==> src/rtl/mux4_rr_arbiter.sv <==
// Four-source round-robin arbiter with a bounded hold time per owner.
// It drives a registered one-hot grant and a mux select, and Z returns the owner's data bit.
module mux4_rr_arbiter #(
  parameter int MAX_HOLD = 4
) (
  input  logic       clk,
  input  logic       rst,
  input  logic [3:0] req,
  input  logic [3:0] X,
  output logic [3:0] gnt,
  output logic [1:0] S,
  output logic       Z,
  output logic       busy
);

  typedef enum logic {
    IDLE  = 1'b0,
    GRANT = 1'b1
  } state_t;

  localparam logic [2:0] MAX_HOLD_C = 3'(MAX_HOLD);

  state_t     state_reg, state_next;
  logic [1:0] last_reg, last_next;
  logic [2:0] cnt_reg, cnt_next;
  logic [1:0] s_reg, s_next;
  logic [3:0] gnt_reg, gnt_next;

  logic [3:0] owner_mask;
  logic [3:0] req_others;
  logic [3:0] rot_all;
  logic [3:0] rot_oth;
  logic [1:0] win_all;
  logic [1:0] win_oth;

  // Position of the first set bit, counting up from bit 0.
  function automatic logic [1:0] first_set(input logic [3:0] v);
    logic [1:0] idx;
    idx = 2'd0;
    for (int i = 3; i >= 0; i--) begin
      if (v[i]) idx = 2'(i);
    end
    return idx;
  endfunction

  assign owner_mask = 4'b0001 << last_reg;
  assign req_others = req & ~owner_mask;

  // Rotate the requests so that bit 0 holds source last+1 and bit 3 holds source last+4.
  generate
    for (genvar gi = 0; gi < 4; gi++) begin : g_rot
      localparam logic [1:0] OFF = 2'(gi + 1);
      assign rot_all[gi] = req[last_reg + OFF];
      assign rot_oth[gi] = req_others[last_reg + OFF];
    end
  endgenerate

  assign win_all = last_reg + first_set(rot_all) + 2'd1;
  assign win_oth = last_reg + first_set(rot_oth) + 2'd1;

  always_comb begin
    state_next = state_reg;
    last_next  = last_reg;
    cnt_next   = cnt_reg;
    s_next     = s_reg;
    unique case (state_reg)
      IDLE: begin
        if (|req) begin
          state_next = GRANT;
          last_next  = win_all;
          s_next     = win_all;
          cnt_next   = 3'd1;
        end
      end
      GRANT: begin
        if (req == 4'b0000) begin
          state_next = IDLE;
        end else if (req[last_reg]) begin
          if (cnt_reg < MAX_HOLD_C) begin
            cnt_next = cnt_reg + 3'd1;
          end else begin
            // The hold has expired: hand over if anyone else is waiting, otherwise restart it.
            if (|req_others) begin
              last_next = win_oth;
              s_next    = win_oth;
            end
            cnt_next = 3'd1;
          end
        end else begin
          last_next = win_all;
          s_next    = win_all;
          cnt_next  = 3'd1;
        end
      end
      default: state_next = IDLE;
    endcase
    gnt_next = (state_next == GRANT) ? (4'b0001 << last_next) : 4'b0000;
  end

  always_ff @(posedge clk or posedge rst) begin
    if (rst) begin
      state_reg <= IDLE;
      last_reg  <= 2'b11;
      cnt_reg   <= 3'd0;
      s_reg     <= 2'b00;
      gnt_reg   <= 4'b0000;
    end else begin
      state_reg <= state_next;
      last_reg  <= last_next;
      cnt_reg   <= cnt_next;
      s_reg     <= s_next;
      gnt_reg   <= gnt_next;
    end
  end

  assign gnt  = gnt_reg;
  assign S    = s_reg;
  assign busy = (state_reg == GRANT);
  assign Z    = busy & X[s_reg];

endmodule

==> config.mk <==
export PLATFORM = sky130hd
export DESIGN_NAME = mux4_rr_arbiter
export DESIGN_NICKNAME = d
export VERILOG_FILES = /design/src/rtl/mux4_rr_arbiter.sv
export SDC_FILE = /design/constraint.sdc
export NUM_CORES = 1
export LEC_CHECK = 0
export CORE_MARGIN = 3
export CORE_UTILIZATION = 49
export DETAILED_ROUTE_END_ITERATION = 16
export GPL_TIMING_DRIVEN = 1
export PLACE_DENSITY = 0.76
export SLEW_MARGIN = 20
export SYNTH_ARGS = -nofsm -noshare
export SYNTH_HDL_FRONTEND = slang
export SYNTH_SLANG_ARGS = --single-unit
==> constraint.sdc <==
create_clock -name clk -period 3 [get_ports clk]
set_input_delay 0.9 -clock clk [delete_from_list [all_inputs] [get_ports clk]]
set_output_delay 0.9 -clock clk [all_outputs]
set_load 0.05 [all_outputs]
==> flow_summary.toml <==
[outcome]
status = "complete, no violations"

[clock_tree]
path_clk_slew_ns = 0.07
clockRootBuffer = "clkbuf_4"
clock_latency_ns = 0.28
clock-sinks = 12
numCtsBuffers = 3
cts_hold_buf = 0
clockBufferDepth = 2
cts_tree = "done"
htree_levels = 1

[critical_path]
cp-start-kind = "input pin"
crit_fanout = 1
worstPathBufferInverterCount = 2
critPathSlowestCell = "mux4_2"
r2r-end = "gnt[0]$_DFF_PP0_"
worstRegToRegCells = 13
worst_ep_required_time_ns = 2.10
critPathTopFamily = "buffers and inverters"
worst_setup_path_end_kind = "primary output"
max_stage_delay_ns = 0.46
path_class = "input pin to primary output"
ff2ff_setup_slack_ns = 0.08
crit_chain = "clkdlybuf4s50_1, mux4_2, and2_4, buf_8"
arrival_ns = 2.05
reg2reg_from = "last_reg[0]$_DFF_PP1_"

[logic_synthesis]
synth-seq-area-share = 0.2477
async_reset_ff_frac = 1.000
synth_xor_area_frac = 0.01433
synth.area.top_cells = "dfrtp_1, mux2i_1, ha_1"
synth_seq_cells = 12
post_synth_instance_area_um2 = 1222
synth_flop_cell = "dfrtp_1"
synthSimpleGateAreaFrac = 0.2375
synth-edff-count = 0
yosysTopAreaCellShare = 0.2047
yosysTopAreaCell = "dfrtp_1"
synth_compound_area_frac = 0.1894
synth_cell_types = 54
synth.mux.area_fraction = 0.1873
syn_inst = 128
synth.net_count = 145
synth_most_common_cell = "nor2_1"
synth_top_family_by_area = "simple AND/OR/NAND/NOR gates"
synthAdderAreaFrac = 0.07165
syn_area_per_cell_um2 = 9.550
ys_top_cells_by_count = "nor2_1, mux2i_1, dfrtp_1"
ys_warn_count = 0

[die]
io_pins = 18
die_area_um2 = 3130
core-area_um2 = 2297
die_height_um = 55.95
initial_utilization = 0.5321
row_count = 17
die_x_um = 55.95

[detailed_routing]
wl_met3_um = 95
drcViolationCount = 0
via_count = 1220
wl_per_cell_um = 16.40
drt_iter0_drc = 37
drt_pass1_iterations = 4
wirelength_mm = 3.412
drtAntennaViolNets = 0
drt-met1-wl_mm = 1.479
vias_per_cell = 5.865
wl_met2_mm = 1.743
top_layer_used = "met4"

[sta]
rsz0062_at_grt = "true"
fmax_ghz = 0.3392
setup_ws_ns = 0.05195
hold_viol_final = 0
worst_hold_slack_ns = 0.5029
min_period_ns = 2.948
tightest_slew_ns = 0.5040
maxSlewHeadroom = 0.6629
slew_violations = 0
setup_viol = 0
fin_crit_sh = 0.9827
skew_ns = 0.008435

[placed_design]
gp_congestion = 0.9466
pre_cts_ws_ns = -0.4431
port_buffers = 17
dp_hpwl_mm = 2.676

[pwr]
p_seq_frac = 0.131
power.switching_mw = 1.046
p_sw_frac = 0.4512
p_int_mw = 1.273
power_frac_comb = 0.812
power_leakage_nw = 0.8035
max-vdd-ir-drop_v = 0.0008527
power_frac_clock = 0.057
powerDensity_nw_per_um2 = 1315

[finish]
nNetsFinal = 198
largest_register_ffs = 4
drive_gt1_frac = 0.4000
diodes = 0
syn_to_final_growth_pct = 44.22

[flow_run]
cap_violations = 0

[global_routing]
track_usage = 0.2347
overflow = 0
first_global_vias = 1252
grt_pass1_wl_mm = 5.761
antenna_found_initial = 0
grt_max_degree = 13

[hold_path]
hold_path.class = "register to register"
whs_endpoint = "cnt_reg[0]$_DFFE_PP0P_"
min_from = "cnt_reg[0]$_DFFE_PP0P_"
holdPathStages = 1
[cells by family (layout without fill, tap and decap cells)]
| logic type | Yosys count | in the layout |
|---|---|---|
| and+or+nand+nor | 47 | 47 |
| muxes | 17 | 17 |
| DFF | 12 | 12 |
| xor gates and xnor gates | 2 | 2 |
| buffers and inverters | 12 | 64 |
| AOI/OAI and AO/OA | 31 | 31 |
| adders and majority gates | 7 | 7 |
[power by group through the flow]
stage | Clock (mW) | Sequential, mW | Combinational, mW
after floorplan | 0 | 0.418 | 0.989
after CTS | 0.134 | 0.300 | 1.77
after global placement | 0 | 0.298 | 1.65
after global routing | 0.143 | 0.312 | 2.03
after detailed placement | 0 | 0.303 | 1.72
final | 0.131 | 0.304 | 1.88
[per-stage QoR]
stage | setup TNS (ns) | cells | util | cell area [um2] | total power, mW
2_1_floorplan | 0 | 128 | - | 1245 | 1.407
3_3_place_gp | -2.440 | 204 | 0.7293 | 1675 | 1.945
3_5_place_dp | -2.864 | 204 | 0.7293 | 1675 | 2.021
4_1_cts | 0 | 208 | 0.7478 | 1718 | 2.200
5_1_grt | -0.1317 | 208 | 0.7674 | 1763 | 2.489
6_report | 0 | 208 | 0.7674 | 1763 | 2.319
[metal layers]
metal  vias up  track usage
li1        585            -
met1       596       0.2718
met5         -            0
met4         0      0.07797
met3        12      0.04872
met2        27       0.4274
[area by class of cell]
| cell class | instances | area (um2) |
|---|---|---|
| timing repair buffer | 55 | 462.9 |
| clock buffer | 4 | 36.28 |
| tap | 28 | 35.03 |
| fill | 159 | 534.3 |
| sequential | 12 | 302.8 |
| inverter | 5 | 18.77 |
| multi-input combinational | 104 | 907.1 |
[worst max-delay path by stage]
stage | from | to | cells after the start
after CTS | X[3] | Z | 4
after global routing | last_reg[0]$_DFF_PP1_ | gnt[0]$_DFF_PP0_ | 13
after floorplan | req[0] | gnt[2]$_DFF_PP0_ | 11
after global placement | req[3] | gnt[3]$_DFF_PP0_ | 10
final | X[3] | Z | 4
after detailed placement | req[3] | gnt[0]$_DFF_PP0_ | 10
[worst reg2reg max path, cell delays in order (launching register included)]
cell	delay (ns)
dfstp_2	0.62
buf_8	0.17
ha_1	0.18
buf_4	0.12
nor2b_4	0.04
nand2_1	0.07
o21ai_0	0.11
o22ai_1	0.14
o21ai_0	0.10
ha_2	0.22
or4_4	0.52
nand3_2	0.13
mux2i_4	0.27
and3b_1	0.18
[cells in the final DEF (no fill, tap or decap), drive strengths merged, types with 2 or more instances in the layout]
master / instances
dfstp: 2
o21ai: 5
mux2i: 13
nand3: 3
buf: 39
nand2: 7
nor4: 2
nor3: 2
dlygate4sd2: 4
dfrtp: 10
a31oi: 2
ha: 7
and3: 3
and2b: 2
inv: 5
nor2b: 2
a22oi: 2
o32ai: 2
a211oi: 2
o22a: 2
nand2b: 4
mux4: 3
nor2: 12
and2: 5
clkbuf: 4
clkdlybuf4s50: 12
a21oi: 6
[what timing repair did]
action	CTS	global route
endpoints found under the hold margin	0	0
pin swaps	0	1
buffers inserted	0	0
setup endpoints to repair	6	7
gates resized for setup	8	10
(Power assumes the default switching activity.)
